<file path="src/rtl/multicycle_seq.sv">
// multicycle_seq: multicycle CPU control sequencer with memory-ack timeout and FAULT state.
// Optional instruction counter port instr_cnt is enabled by defining MULTICYCLE_SEQ_INSTR_CNT_EN.
module multicycle_seq #(
   parameter int MEM_TIMEOUT = 15
) (
   input  logic        clk,
   input  logic        rst,
   input  logic [4:0]  opcode,
   input  logic        z,
   input  logic        imem_ack,
   input  logic        dmem_ack,
   output logic        imem_req,
   output logic        ir_ld,
   output logic        pc_ld,
   output logic        pc_src,
   output logic        reg_src,
   output logic        alu_src,
   output logic        wr_src,
   output logic        reg_wr_en,
   output logic [2:0]  alu_opcode,
   output logic        dmem_req,
   output logic        dmem_we,
   output logic        illegal,
   output logic        fault,
`ifdef MULTICYCLE_SEQ_INSTR_CNT_EN
   output logic [31:0] instr_cnt,
`endif
   output logic [2:0]  state
);
   typedef enum logic [2:0] {FETCH = 3'd0, DECODE, EXEC, MEM, WB, FAULT} state_t;
   typedef enum logic [2:0] {C_R, C_I, C_LW, C_SW, C_BEQ, C_BNE, C_ILL} cls_t;
   typedef struct packed {
      cls_t       cls;
      logic [2:0] alu;
      logic       alu_src;
      logic       reg_src;
   } dec_t;
   localparam int CW = $clog2(MEM_TIMEOUT + 2);

   function automatic dec_t dec(input logic [4:0] op);
      case (op)
         5'b00010: dec = '{C_R, 3'd0, 1'b0, 1'b1};
         5'b00011: dec = '{C_R, 3'd1, 1'b0, 1'b1};
         5'b00100: dec = '{C_R, 3'd2, 1'b0, 1'b1};
         5'b00101: dec = '{C_R, 3'd3, 1'b0, 1'b1};
         5'b00110: dec = '{C_R, 3'd4, 1'b0, 1'b1};
         5'b01000: dec = '{C_R, 3'd5, 1'b0, 1'b1};
         5'b01001: dec = '{C_R, 3'd6, 1'b0, 1'b1};
         5'b01010: dec = '{C_R, 3'd7, 1'b0, 1'b1};
         5'b10010: dec = '{C_I, 3'd0, 1'b1, 1'b1};
         5'b10100: dec = '{C_I, 3'd2, 1'b1, 1'b1};
         5'b10101: dec = '{C_I, 3'd3, 1'b1, 1'b1};
         5'b10110: dec = '{C_I, 3'd4, 1'b1, 1'b1};
         5'b11100: dec = '{C_LW, 3'd0, 1'b1, 1'b0};
         5'b11101: dec = '{C_SW, 3'd0, 1'b1, 1'b0};
         5'b11110: dec = '{C_BEQ, 3'd1, 1'b0, 1'b0};
         5'b11111: dec = '{C_BNE, 3'd1, 1'b0, 1'b0};
         default:  dec = '{C_ILL, 3'd0, 1'b0, 1'b0};
      endcase
   endfunction

   state_t         state_q, state_d;
   logic [4:0]     op_q, op_d;
   logic [CW-1:0]  cnt_q, cnt_d;
   logic           waiting;
   dec_t           dn, dq;
`ifdef MULTICYCLE_SEQ_INSTR_CNT_EN
   logic [31:0]    icnt_q, icnt_d;
   assign instr_cnt = icnt_q;
`endif

   assign dn    = dec(opcode);
   assign dq    = dec(op_q);
   assign state = state_q;
   assign fault = state_q == FAULT;

   always_comb begin
      state_d    = state_q;
      op_d       = op_q;
      imem_req   = 1'b0;
      ir_ld      = 1'b0;
      pc_ld      = 1'b0;
      pc_src     = 1'b0;
      wr_src     = 1'b0;
      reg_wr_en  = 1'b0;
      dmem_req   = 1'b0;
      dmem_we    = 1'b0;
      illegal    = 1'b0;
      case (state_q)
         FETCH: begin
            imem_req = 1'b1;
            ir_ld    = imem_ack;
            state_d  = imem_ack ? DECODE : FETCH;
         end
         DECODE: begin
            op_d    = opcode;
            illegal = dn.cls == C_ILL;
            pc_ld   = dn.cls == C_ILL;
            state_d = dn.cls == C_ILL ? FETCH : EXEC;
         end
         EXEC: begin
            pc_ld   = dq.cls == C_BEQ || dq.cls == C_BNE;
            pc_src  = dq.cls == C_BEQ ? z : (dq.cls == C_BNE && !z);
            state_d = pc_ld ? FETCH : (dq.cls == C_LW || dq.cls == C_SW) ? MEM : WB;
         end
         MEM: begin
            dmem_req = 1'b1;
            dmem_we  = dq.cls == C_SW;
            pc_ld    = dmem_ack && dq.cls == C_SW;
            state_d  = !dmem_ack ? MEM : dq.cls == C_SW ? FETCH : WB;
         end
         WB: begin
            reg_wr_en = 1'b1;
            wr_src    = dq.cls != C_LW;
            pc_ld     = 1'b1;
            state_d   = FETCH;
         end
         FAULT: state_d = FAULT;
         default: state_d = FETCH;
      endcase
      // an ack in the cycle the count would hit the limit takes priority
      waiting = (state_q == FETCH && !imem_ack) || (state_q == MEM && !dmem_ack);
      if (MEM_TIMEOUT != 0 && waiting && cnt_q + 1'b1 == CW'(MEM_TIMEOUT))
         state_d = FAULT;
      cnt_d = state_d != state_q ? '0 : cnt_q + CW'(waiting);
      {alu_opcode, alu_src, reg_src} = (state_q == EXEC || state_q == MEM || state_q == WB) ?
                                       {dq.alu, dq.alu_src, dq.reg_src} : 5'b0;
      if (rst)
         {imem_req, ir_ld, pc_ld, pc_src, wr_src, reg_wr_en, dmem_req, dmem_we, illegal} = '0;
`ifdef MULTICYCLE_SEQ_INSTR_CNT_EN
      icnt_d = icnt_q + 32'(pc_ld);
`endif
   end

   always_ff @(posedge clk) begin
      if (rst) begin
         state_q <= FETCH;
         op_q    <= '0;
         cnt_q   <= '0;
`ifdef MULTICYCLE_SEQ_INSTR_CNT_EN
         icnt_q  <= '0;
`endif
      end else begin
         state_q <= state_d;
         op_q    <= op_d;
         cnt_q   <= cnt_d;
`ifdef MULTICYCLE_SEQ_INSTR_CNT_EN
         icnt_q  <= icnt_d;
`endif
      end
   end
endmodule

</file>
<file path="config.mk">
export PLATFORM = sky130hd
export DESIGN_NAME = multicycle_seq
export DESIGN_NICKNAME = d
export VERILOG_FILES = /design/src/rtl/multicycle_seq.sv
export SDC_FILE = /design/constraint.sdc
export NUM_CORES = 1
export LEC_CHECK = 0
export CAP_MARGIN = 15
export CORE_MARGIN = 3
export CORE_UTILIZATION = 52
export DETAILED_ROUTE_END_ITERATION = 7
export PLACE_DENSITY = 0.77
export RECOVER_POWER = 50
export SLEW_MARGIN = 5
export SYNTH_ARGS = -nofsm -noshare
export SYNTH_HDL_FRONTEND = slang
export SYNTH_SLANG_ARGS = --single-unit
</file>
<file path="constraint.sdc">
create_clock -name clk -period 2.5 [get_ports clk]
set_input_delay 0.5 -clock clk [delete_from_list [all_inputs] [get_ports clk]]
set_output_delay 0.5 -clock clk [all_outputs]
set_load 0.05 [all_outputs]
</file>
==> run_results.csv <==
group,metric,value,unit
finish,antennaDiodeCount,0,
finish,fill_cell_count,186,
synthesis,synth-seq-area-share,0.275,
route,viasPerCell,6.16,
placement,io_buffer_count,27,
route,drcViolationCount,0,
sta,final.setup_skew,6.92,ps
finish,layout.nets,238,
critical_path,crit_path_start_kind,"input port",
synthesis,synth_area_per_cell,8.51,µm²
synthesis,ys.warnings.count,0,
global_routing,grt_pass1_vias,1503,
sta,timing_hold_violations_final,0,
die,floorplan.die.width,60.3,µm
critical_path,cp_data_arrival_time,1950,ps
global_routing,first_pass_grt_wire_length,6760,µm
critical_path,setup.worst_path.class,"input port to output port",
synthesis,number_of_cells_produced_by_synthesis,180,
die,num_io_pins,28,
clocking,cts-root-buf,"sky130_fd_sc_hd__clkbuf_4",
die,row_count,19,
global_routing,antenna_found_initial,0,
finish,syn2layout_area_growth,40.1,%
route,route.final.wire_length,4110,µm
clocking,htree_num_levels,1,
global_routing,globalRouteOverflowTotal,0,
route,drtAntennaViolNets,0,
sta,tightest_slew,604,ps
sta,slew-limit-headroom,0.596,
clocking,clk_pin_slew,120,ps
route,wl_per_cell,16.4,µm
critical_path,cp_max_fo,4,
clocking,tritoncts,"done",
clocking,clock_tree_buffer_depth,2,
critical_path,critPathCaptureType,"output port",
placement,dp_hpwl,3130,µm
clocking,postCtsSetupRepairBufs,0,
pwr,leakage,0.864,nW
run,max_capacitance_violation_count,0,
sta,grt_setup_unrepaired,"no",
pwr,power.density_cell_area,385,nW/µm²
sta,setup_ws,45.9,ps
synthesis,synth-seq-cells,21,
synthesis,synth_enable_flop_cells,0,
pwr,vdd_ir_drop_max,0.375,mV
clocking,worstSkewPairLatency,320,ps
pwr,report.power.total,0.825,mW
sta,max_freq,0.407,GHz
route,firstDrtPassIters,4,
global_routing,grt_max_degree,23,
synthesis,synth_cell_type_count,58,
clocking,cts_made_buffers,3,
route,drt_iter0_markers,75,
sta,timing_max_transition_violations_final,0,
die,die_height,60.3,µm
synthesis,postSynth.topFlopCell,"sky130_fd_sc_hd__dfxtp_1",
placement,dp_worst_setup_slack,-307,ps
global_routing,global_route_usage_sum,0.251,
clocking,clock-sinks,21,
die,fp.coreArea,2780,µm²
sta,report.final.setup_viol,0,
die,initial_utilization,0.551,
synthesis,synth_nets,197,
hold_path,worstHoldPathType,"flip-flop to flip-flop",
die,design.die.area,3630,µm²
route,num_vias,1546,
run_status,outcome,"finished clean",
finish,mostFrequentLayoutCells,"sky130_fd_sc_hd__dfxtp_1 (19), sky130_fd_sc_hd__buf_4 (17), sky130_fd_sc_hd__inv_1 (15), sky130_fd_sc_hd__nor2_1 (15), sky130_fd_sc_hd__buf_12 (15)",
synthesis,ys_async_sr_fraction,0,
critical_path,worst-endpoint-required,2000,ps
synthesis,synth_area,1530,µm²
finish,final_layout_size_suffix_gt1_frac,0.277,
placement,gp_routability_congestion,1.05,
sta,period_share,0.982,
sta,timing.final.crit_period,2450,ps
finish,layout.cells.most_common,"sky130_fd_sc_hd__dfxtp_1",
==> synth_stat cells (4+ instances only) <==
cell | number | share of area
sky130_fd_sc_hd__a21oi_1 | 6 | 0.020
sky130_fd_sc_hd__and2_1 | 8 | 0.033
sky130_fd_sc_hd__clkbuf_1 | 5 | 0.012
sky130_fd_sc_hd__dfxtp_1 | 21 | 0.27
sky130_fd_sc_hd__ha_1 | 7 | 0.057
sky130_fd_sc_hd__inv_1 | 15 | 0.037
sky130_fd_sc_hd__mux2i_1 | 6 | 0.039
sky130_fd_sc_hd__nand2_1 | 5 | 0.012
sky130_fd_sc_hd__nand2b_1 | 5 | 0.020
sky130_fd_sc_hd__nand3_1 | 5 | 0.016
sky130_fd_sc_hd__nor2_1 | 14 | 0.034
sky130_fd_sc_hd__nor2b_1 | 5 | 0.020
sky130_fd_sc_hd__nor3_1 | 6 | 0.020
sky130_fd_sc_hd__nor4b_1 | 4 | 0.023
sky130_fd_sc_hd__o21ai_0 | 4 | 0.013
sky130_fd_sc_hd__xor2_1 | 4 | 0.023
==> flip-flops by register name (all words and copies together), names as in the netlist <==
name   count
cnt_q      5
op_q       5
state      3
dq         8
==> critical path: stages <==
cell and delay (ps):
sky130_fd_sc_hd__buf_2 140, sky130_fd_sc_hd__nor2b_2 160, sky130_fd_sc_hd__o311a_1 310, sky130_fd_sc_hd__or3_4 380
sky130_fd_sc_hd__a221oi_4 280, sky130_fd_sc_hd__buf_12 180
==> per-layer routing <==
metal	up-vias	part of all wire	track usage
li1	732	-	-
met1	724	0.37	0.249
met2	69	0.54	0.485
met3	21	0.052	0.0518
met4	0	0.037	0.117
met5	-	0	0
==> cell type report <==
class	count	area (µm²)	area share
Inverter	17	68.8	0.0321
Sequential cell	21	425	0.198
Timing Repair Buffer	45	531	0.247
Clock buffer	3	22.5	0.0105
Clock inverter	1	7.51	0.00350
Multi-Input combinational cell	133	1050	0.490
Tap cell	31	38.8	0.0181
==> worst paths after layout <==
kind,from,to,slack [ps],cells after the start
worst max-delay path,opcode[3],pc_ld,50,6
worst max register to register,state[2],dq[7],160,7
worst min register to register,cnt_q[3],cnt_q[3],560,2
worst min-delay path,cnt_q[3],cnt_q[3],560,2
==> power breakdown <==
part	internal (mW)	switching (mW)	leakage (nW)
Clock	0.0612	0.111	0.0139
Sequential	0.355	0.0173	0.172
Combinational	0.126	0.155	0.678
Total	0.542	0.283	0.864
==> kinds of logic (layout without fill, tap and decap cells) <==
logic type               after synthesis  count (layout)  synth area share
AND/OR/NAND/NOR                       78              78             0.333
AO/OA/AOI/OAI                         36              36             0.183
buffers and inverters                 26              66            0.0776
flip-flops                            21              21             0.275
adder cells (fa/ha/maj)                7               7            0.0572
multiplexers                           7               7            0.0466
XOR/XNOR                               5               5            0.0286
==> stage by stage <==
step	cells	area, µm²	utilization	TNS (ps)	hold slack, ps
2_1_floorplan	180	1600	-	-544	501
3_5_place_dp	247	2140	0.771	-434	528
5_1_grt	251	2150	0.771	0	589
3_3_place_gp	247	2140	0.771	-331	519
6_report	251	2150	0.771	0	556
4_1_cts	251	2180	0.783	0	560
==> what timing repair did <==
action	4_1_cts	5_1_grt
gates resized for setup	17	7
setup endpoints to repair	2	6
hold buffers	0	0
pin swaps	4	3
No activity file was read; power rests on OpenSTA's default activity.
